[src/rtl/iq_demod_pkg.sv]
// Shared signed sample, product and accumulator types for the IQ demodulator.
// Also holds the 16-bit saturation bounds at accumulator width.
package iq_demod_pkg;

    typedef logic signed [15:0] ws16_t;
    typedef logic signed [31:0] ws32_t;
    typedef logic signed [47:0] ws48_t;

    localparam ws48_t WS16_MAX = 48'sd32767;
    localparam ws48_t WS16_MIN = -48'sd32768;

endpackage

[src/rtl/iq_demod_sat.sv]
// IQ_SAT: combinational arithmetic right shift of a 48-bit block sum down to 16 bits.
// Results outside the 16-bit range saturate and raise o_sat.
module iq_sat
    import iq_demod_pkg::*;
#(
    parameter int unsigned SHIFT = 6
) (
    input  ws48_t i_sum,
    output ws16_t o_y,
    output logic  o_sat
);

    ws48_t w_shr;

    always_comb begin
        w_shr = i_sum >>> (15 + SHIFT);
        o_y   = w_shr[15:0];
        o_sat = 1'b0;
        if (w_shr > WS16_MAX) begin
            o_y   = 16'sh7fff;
            o_sat = 1'b1;
        end else if (w_shr < WS16_MIN) begin
            o_y   = 16'sh8000;
            o_sat = 1'b1;
        end
    end

endmodule

[src/rtl/iq_demod.sv]
// IQ integrate-and-dump demodulator: mix input with the LO, sum DEC_LEN products,
// then shift and saturate each block sum to 16 bits, with a sticky overflow flag.
module iq_demod
    import iq_demod_pkg::*;
#(
    parameter int unsigned DEC_LEN = 64,
    parameter int unsigned SHIFT   = 6
) (
    input  logic  clk,
    input  logic  rst,
    input  logic  clr,
    input  logic  in_valid,
    input  ws16_t in_data,
    input  ws16_t cos,
    input  ws16_t sin,
    output logic  out_valid,
    output ws16_t i_out,
    output ws16_t q_out,
    output logic  ovf
);

    localparam int unsigned CW   = (DEC_LEN > 1) ? $clog2(DEC_LEN) : 1;
    localparam logic [CW-1:0] LAST = CW'(DEC_LEN - 1);

    logic          r_v1;
    ws32_t         r_pi;
    ws32_t         r_pq;
    ws48_t         r_acc_i;
    ws48_t         r_acc_q;
    logic [CW-1:0] r_cnt;
    logic          r_dump;
    ws48_t         r_sum_i;
    ws48_t         r_sum_q;

    ws32_t w_pi;
    ws32_t w_pq;
    ws48_t w_sum_i;
    ws48_t w_sum_q;
    ws16_t w_i;
    ws16_t w_q;
    logic  w_sat_i;
    logic  w_sat_q;

    assign w_pi    = ws32_t'(in_data) * ws32_t'(cos);
    assign w_pq    = -(ws32_t'(in_data) * ws32_t'(sin));
    assign w_sum_i = r_acc_i + ws48_t'(r_pi);
    assign w_sum_q = r_acc_q + ws48_t'(r_pq);

    always_ff @(posedge clk or negedge rst) begin
        if (!rst) begin
            r_v1 <= 1'b0;
            r_pi <= '0;
            r_pq <= '0;
        end else if (clr) begin
            r_v1 <= 1'b0;
        end else begin
            r_v1 <= in_valid;
            if (in_valid) begin
                r_pi <= w_pi;
                r_pq <= w_pq;
            end
        end
    end

    // The final product of a block goes straight into the dump sum, so the next block starts from zero without a dead cycle.
    always_ff @(posedge clk or negedge rst) begin
        if (!rst) begin
            r_acc_i <= '0;
            r_acc_q <= '0;
            r_cnt   <= '0;
            r_dump  <= 1'b0;
            r_sum_i <= '0;
            r_sum_q <= '0;
        end else if (clr) begin
            r_acc_i <= '0;
            r_acc_q <= '0;
            r_cnt   <= '0;
            r_dump  <= 1'b0;
        end else begin
            r_dump <= 1'b0;
            if (r_v1) begin
                if (r_cnt == LAST) begin
                    r_sum_i <= w_sum_i;
                    r_sum_q <= w_sum_q;
                    r_acc_i <= '0;
                    r_acc_q <= '0;
                    r_cnt   <= '0;
                    r_dump  <= 1'b1;
                end else begin
                    r_acc_i <= w_sum_i;
                    r_acc_q <= w_sum_q;
                    r_cnt   <= r_cnt + CW'(1);
                end
            end
        end
    end

    iq_sat #(.SHIFT(SHIFT)) u_sat_i (
        .i_sum (r_sum_i),
        .o_y   (w_i),
        .o_sat (w_sat_i)
    );

    iq_sat #(.SHIFT(SHIFT)) u_sat_q (
        .i_sum (r_sum_q),
        .o_y   (w_q),
        .o_sat (w_sat_q)
    );

    always_ff @(posedge clk or negedge rst) begin
        if (!rst) begin
            out_valid <= 1'b0;
            i_out     <= '0;
            q_out     <= '0;
            ovf       <= 1'b0;
        end else if (clr) begin
            out_valid <= 1'b0;
            ovf       <= 1'b0;
        end else begin
            out_valid <= r_dump;
            if (r_dump) begin
                i_out <= w_i;
                q_out <= w_q;
                if (w_sat_i || w_sat_q)
                    ovf <= 1'b1;
            end
        end
    end

endmodule

[config.mk]
export PLATFORM = sky130hd
export DESIGN_NAME = iq_demod
export DESIGN_NICKNAME = d
export VERILOG_FILES = /design/src/rtl/iq_demod_pkg.sv /design/src/rtl/iq_demod_sat.sv /design/src/rtl/iq_demod.sv
export SDC_FILE = /design/constraint.sdc
export NUM_CORES = 2
export LEC_CHECK = 0
export CAP_MARGIN = 0
export CORE_MARGIN = 3
export CORE_UTILIZATION = 45
export CTS_BUF_LIST = sky130_fd_sc_hd__clkbuf_8
export DETAILED_ROUTE_END_ITERATION = 10
export SLEW_MARGIN = 20
export SYNTH_ARGS = -nofsm -noshare
export SYNTH_HDL_FRONTEND = slang
export SYNTH_SLANG_ARGS = --single-unit
[constraint.sdc]
create_clock -name clk -period 7.9 [get_ports clk]
set_clock_uncertainty 0.2 [all_clocks]
set_input_delay 1.58 -clock clk [delete_from_list [all_inputs] [get_ports clk]]
set_output_delay 1.58 -clock clk [all_outputs]
set_load 0.03 [all_outputs]
Word level (Yosys, flattened, before mapping). Index checks and enable logic that the tools add are counted.

Logic and storage cells: 58. Bits in registers: 298. Input bits: 52.

Reductions and logical operators: 8. Multiplexer cells: 25. Add/subtract/negate cells: 4. $lt $le $gt $ge: 4. Multipliers: 2. Eq/ne operators: 1. Bitwise gates (word level): 1.

Operators by type and width (count): 48-bit 2-to-1 mux (6); 48-bit by 32-bit adder with 48-bit output (2); 16-bit by 16-bit multiplier with 32-bit output (2); 16-bit 2-to-1 mux (4); 27-bit by 16-bit > comparator with 1-bit output (second input constant) (2); 27-bit by 16-bit < comparator with 1-bit output (second input constant) (2); 32-bit negation (1); 6-bit 2-to-1 mux (3); 1-bit 2-to-1 mux (12); 6-bit by 1-bit adder with 6-bit output (second input constant) (1); 6-bit == test (second input constant) (1); 2-bit AND reduction (3); 2-bit nonzero test (3); 3-bit AND reduction (1); 1-bit logical OR (1); 1-bit inverter (1).

Depth between registers and ports, before layout.
Word-level depth: 7. Depth in mapped cells: 25.

Cells and area by module. A second synthesis with hierarchy kept.

Cell total of the unflattened synthesis: 3892. Area total of the unflattened synthesis: 36153.4 um^2.

Modules (own cells, without submodules): iq_demod (seq. area each 7457.2 um^2, cells each 3838, area each 35725.5 um^2, times used 1); iq_sat (seq. area each 0.0 um^2, cells each 27, area each 214.0 um^2, times used 2).

Least setup slack after synthesis. OpenSTA, ideal clock, no wires.

Kind: in2reg. From: input in_data[15]. To: register r_pq[30]. Slack: -26 ps. Arrival time: 7593 ps. Data required time: 7567 ps. Stages on the path: 21. Path buffers: 2. Cells stage by stage: clkbuf_1 > clkbuf_1 > nand2_1 > fa_1 > inv_1 > fa_1 > inv_1 > fa_1 > fa_1 > fa_1 > fa_1 > ha_1 > a21o_1 > a21oi_1 > inv_1 > or3_1 > a311oi_1 > nor2_1 > a41oi_1 > xor2_1 > o21ai_0.

Cells in the longest elaborated chain, start to end: 2.

Ends and longest elaborated chain: start, declared (RTL line iq_demod.sv:13) `input ws16_t in_data,`; 16-bit by 16-bit multiplier with 32-bit output (RTL line iq_demod.sv:45) `assign w_pq = -(ws32_t'(in_data) * ws32_t'(sin));`; 32-bit negation (RTL line iq_demod.sv:45); end signal, assigned (RTL line iq_demod.sv:60) `r_pq <= w_pq;`; end, declared (RTL line iq_demod.sv:27) `ws32_t r_pq;`.

Every way passes these cells. A chain may end at the register's enable or synchronous reset.

Worst setup path in the final report.
From: input sin[2]. To: register r_pq[30].

Cells in the longest elaborated chain, start to end: 2.

Ends and longest elaborated chain: start, declared (RTL line iq_demod.sv:15) `input ws16_t sin,`; 16-bit by 16-bit multiplier with 32-bit output (RTL line iq_demod.sv:45); 32-bit negation (RTL line iq_demod.sv:45).

Every way passes these cells.

==> results.toml <==
[critical_path]
arrival_ns = 7.70
required_ns = 8.14
crit_top_cell = "fa_1"
crit_slowest_cell = "clkdlybuf4s50_1"
r2r_start = "r_acc_i[0]"
startpoint = "sin[2]"
critPathMaxStageDelay_ns = 0.61
path_max_fanout = 3
cp_cell_sequence = "clkdlybuf4s50_1 > nand2_1 > fa_1 > inv_1 > fa_1 > fa_1 > inv_1 > fa_1 > fa_1 > inv_1 > fa_1 > inv_1 > ha_1 > a21o_1 > a21o_1 > a21oi_1 > o21ai_0 > and2_1 > a311oi_1 > nor2_1 > a41oi_1 > xor2_1 > o21ai_0"
crit_type = "in2reg"
crit_family = "adder cells"
cp-start-kind = "primary input"
path_buf_inv = 5
cp-end-kind = "register"

[synth]
synth_area_leaders = "fa_1, dfrtp_1, ha_1"
synth_cell_types = 77
synth_area_leader_cell = "fa_1"
yosys_warnings = 0
netlist_instances = 3842
async_reset_ff_frac = 1.00
syn_area_um2 = 34800
synth_edf_count = 0
post-synth-top-area-fraction = 0.300
ys_ff_latch = 256
synth_flop_cell = "dfrtp_1"
ys_seq_area_frac = 0.184
syn_nets = 4694
syn_area_per_cell_um2 = 9.06
synth_common_cells = "inv_1, nand2_1, fa_1, ha_1, dfrtp_1"
yosysMostFrequentCell = "inv_1"

[placement]
gp_congestion = 0.877
dp_hpwl_um = 66100
portBuffers = 85

[global_routing]
groute.usage.overall = 0.206
grt_pass1_wl_um = 138000
grt_max_degree = 102
grt_pass1_vias = 26700
grt_overflow = 0
antenna_found_initial = 3

[job]
drv_cap = 0

[floorplanning]
core_um2 = 76300
io_pins = 86
die_h_um = 284
start_util = 0.456
die_w_um = 284
rows = 101
dieArea_um2 = 80700

[routing]
wire_per_inst_um = 16.1
vias = 25900
drt_pre_antenna_iters = 5
drc_errors = 0
totalWireLength_um = 81300
via_per_inst = 5.12
drt-initial-drc-count = 1313
ant_nets = 0

[final_layout]
drive_gt1_frac = 0.0810
syn2layout_area_growth_pct = 12.1
nNetsFinal = 4844

[outcome]
status = "completed"

[sta]
tightest_slew_ns = 1.06
relSlewSlack = 0.294
setup_viol = 0
hold_viol = 0
timing.fmax_mhz = 134
layout_worst_path_cycle_share = 0.945
layout_min_cycle_time_ns = 7.46
rsz0062_at_grt = "no"
slew_violations = 0
tns_ns = 0

[clock_tree]
cts_hold_buf = 0
cts_tree = "yes"
h-tree-depth = 2
root_buffer = "clkbuf_8"
cts_made_buffers = 44
post_cts_buffers = 0
clkTransAtPathRegs_ns = 0.06
cts_resized = 0
cts.path.max_buffers = 3
clock_sinks = 256
clock_latency_ns = 0.61

[worst_hold_path]
holdCritPathClass = "reg2reg"
min-delay-start = "r_sum_i[29]"
flip-flops by register name, summed over array words and instances, names as in the netlist:
name and count:
r_sum_q 27, q_out 16, out_valid 1, ovf 1
r_cnt 6, r_pq 32, r_v1 1, r_pi 32
r_dump 1, r_acc_q 48, i_out 16, r_acc_i 48
r_sum_i 27
worst register-to-register path: stages, from the launching register on:
cell and delay [ns]:
dfrtp_1 0.39, ha_1 0.23, fa_1 0.42, a21o_1 0.19, a21oi_2 0.20, o21bai_2 0.11, a2111oi_4 0.52, o311ai_1 0.22
a22o_1 0.31, a2111oi_4 0.52, nor2_2 0.17, a21oi_1 0.35, mux2_2 0.22
logic make-up (layout without fill, tap and decap cells):
| logic type | Yosys count | after routing | share of synthesized area |
|---|---|---|---|
| adder cells (fa/ha/maj) | 800 | 800 | 0.400 |
| flip-flops | 256 | 256 | 0.184 |
| other | 0 | 1 | 0 |
| AND/OR/NAND/NOR | 1103 | 1103 | 0.150 |
| buffers and inverters | 808 | 991 | 0.0874 |
| multiplexers | 30 | 30 | 0.00953 |
| XOR/XNOR | 151 | 151 | 0.0380 |
| AO/OA/AOI/OAI | 694 | 694 | 0.130 |
final cells by class:
| cell class | count | area [µm²] |
|---|---|---|
| Fill cell | 7270 | 37300 |
| Multi-Input combinational cell | 2778 | 25400 |
| Sequential cell | 256 | 6410 |
| Timing Repair Buffer | 284 | 2660 |
| Inverter | 628 | 2360 |
| Tap cell | 1030 | 1290 |
| Clock buffer | 52 | 716 |
| Clock inverter | 27 | 179 |
| Antenna cell | 1 | 2.50 |
path summary, 6_finish.rpt:
check | slack [ns] | depth (start not counted) | endpoint
min in group asynchronous | 0.79 | 1 | r_sum_i[23]
hold reg to reg | 0.27 | 2 | r_sum_i[29]
hold / removal | 0.27 | 2 | r_sum_i[29]
max in group asynchronous | 5.24 | 2 | r_acc_q[22]
setup / recovery | 0.44 | 23 | r_pq[30]
setup reg to reg | 3.78 | 12 | r_sum_i[36]
routing by layer:
| layer | part of all wire | vias up | wire length [µm] | GRT usage |
|---|---|---|---|---|
| met5 | 0.00011 | - | 9 | 0 |
| met4 | 0.017 | 2 | 1420 | 0.0399 |
| met3 | 0.043 | 81 | 3520 | 0.0244 |
| met2 | 0.44 | 455 | 35500 | 0.320 |
| met1 | 0.50 | 12800 | 40900 | 0.312 |
| li1 | - | 12600 | - | - |
through the flow:
stage               cell area [µm²]  setup WS (ns)  cells   util  hold slack (ns)
finish                        39000          0.438   5056  0.511            0.270
global route                  39000         0.0451   5056  0.511            0.300
CTS                           39000          0.466   5055  0.511            0.275
detailed placement            38100         -0.144   4976  0.499            0.259
global placement              38100         -0.103   4976  0.499            0.257
floorplan                     34800         0.0742   3842      -            0.240
cell usage in the layout, fill, tap and decap left out, types with 28 or more instances in the layout:
cell type	n
xor2_1	67
nor2_1	96
nand4_1	33
fa_1	522
buf_4	174
o21ai_0	213
nand3_1	51
o21bai_1	28
dfrtp_1	256
xnor2_1	84
a21o_1	95
a21oi_1	142
and2_1	229
nor3_1	30
clkbuf_8	52
a22o_1	53
clkdlybuf4s50_1	84
nand2_1	549
ha_1	278
inv_1	640
Power is not shown: default switching activity piles up to over one toggle a cycle in this logic, so the estimate is an artifact.
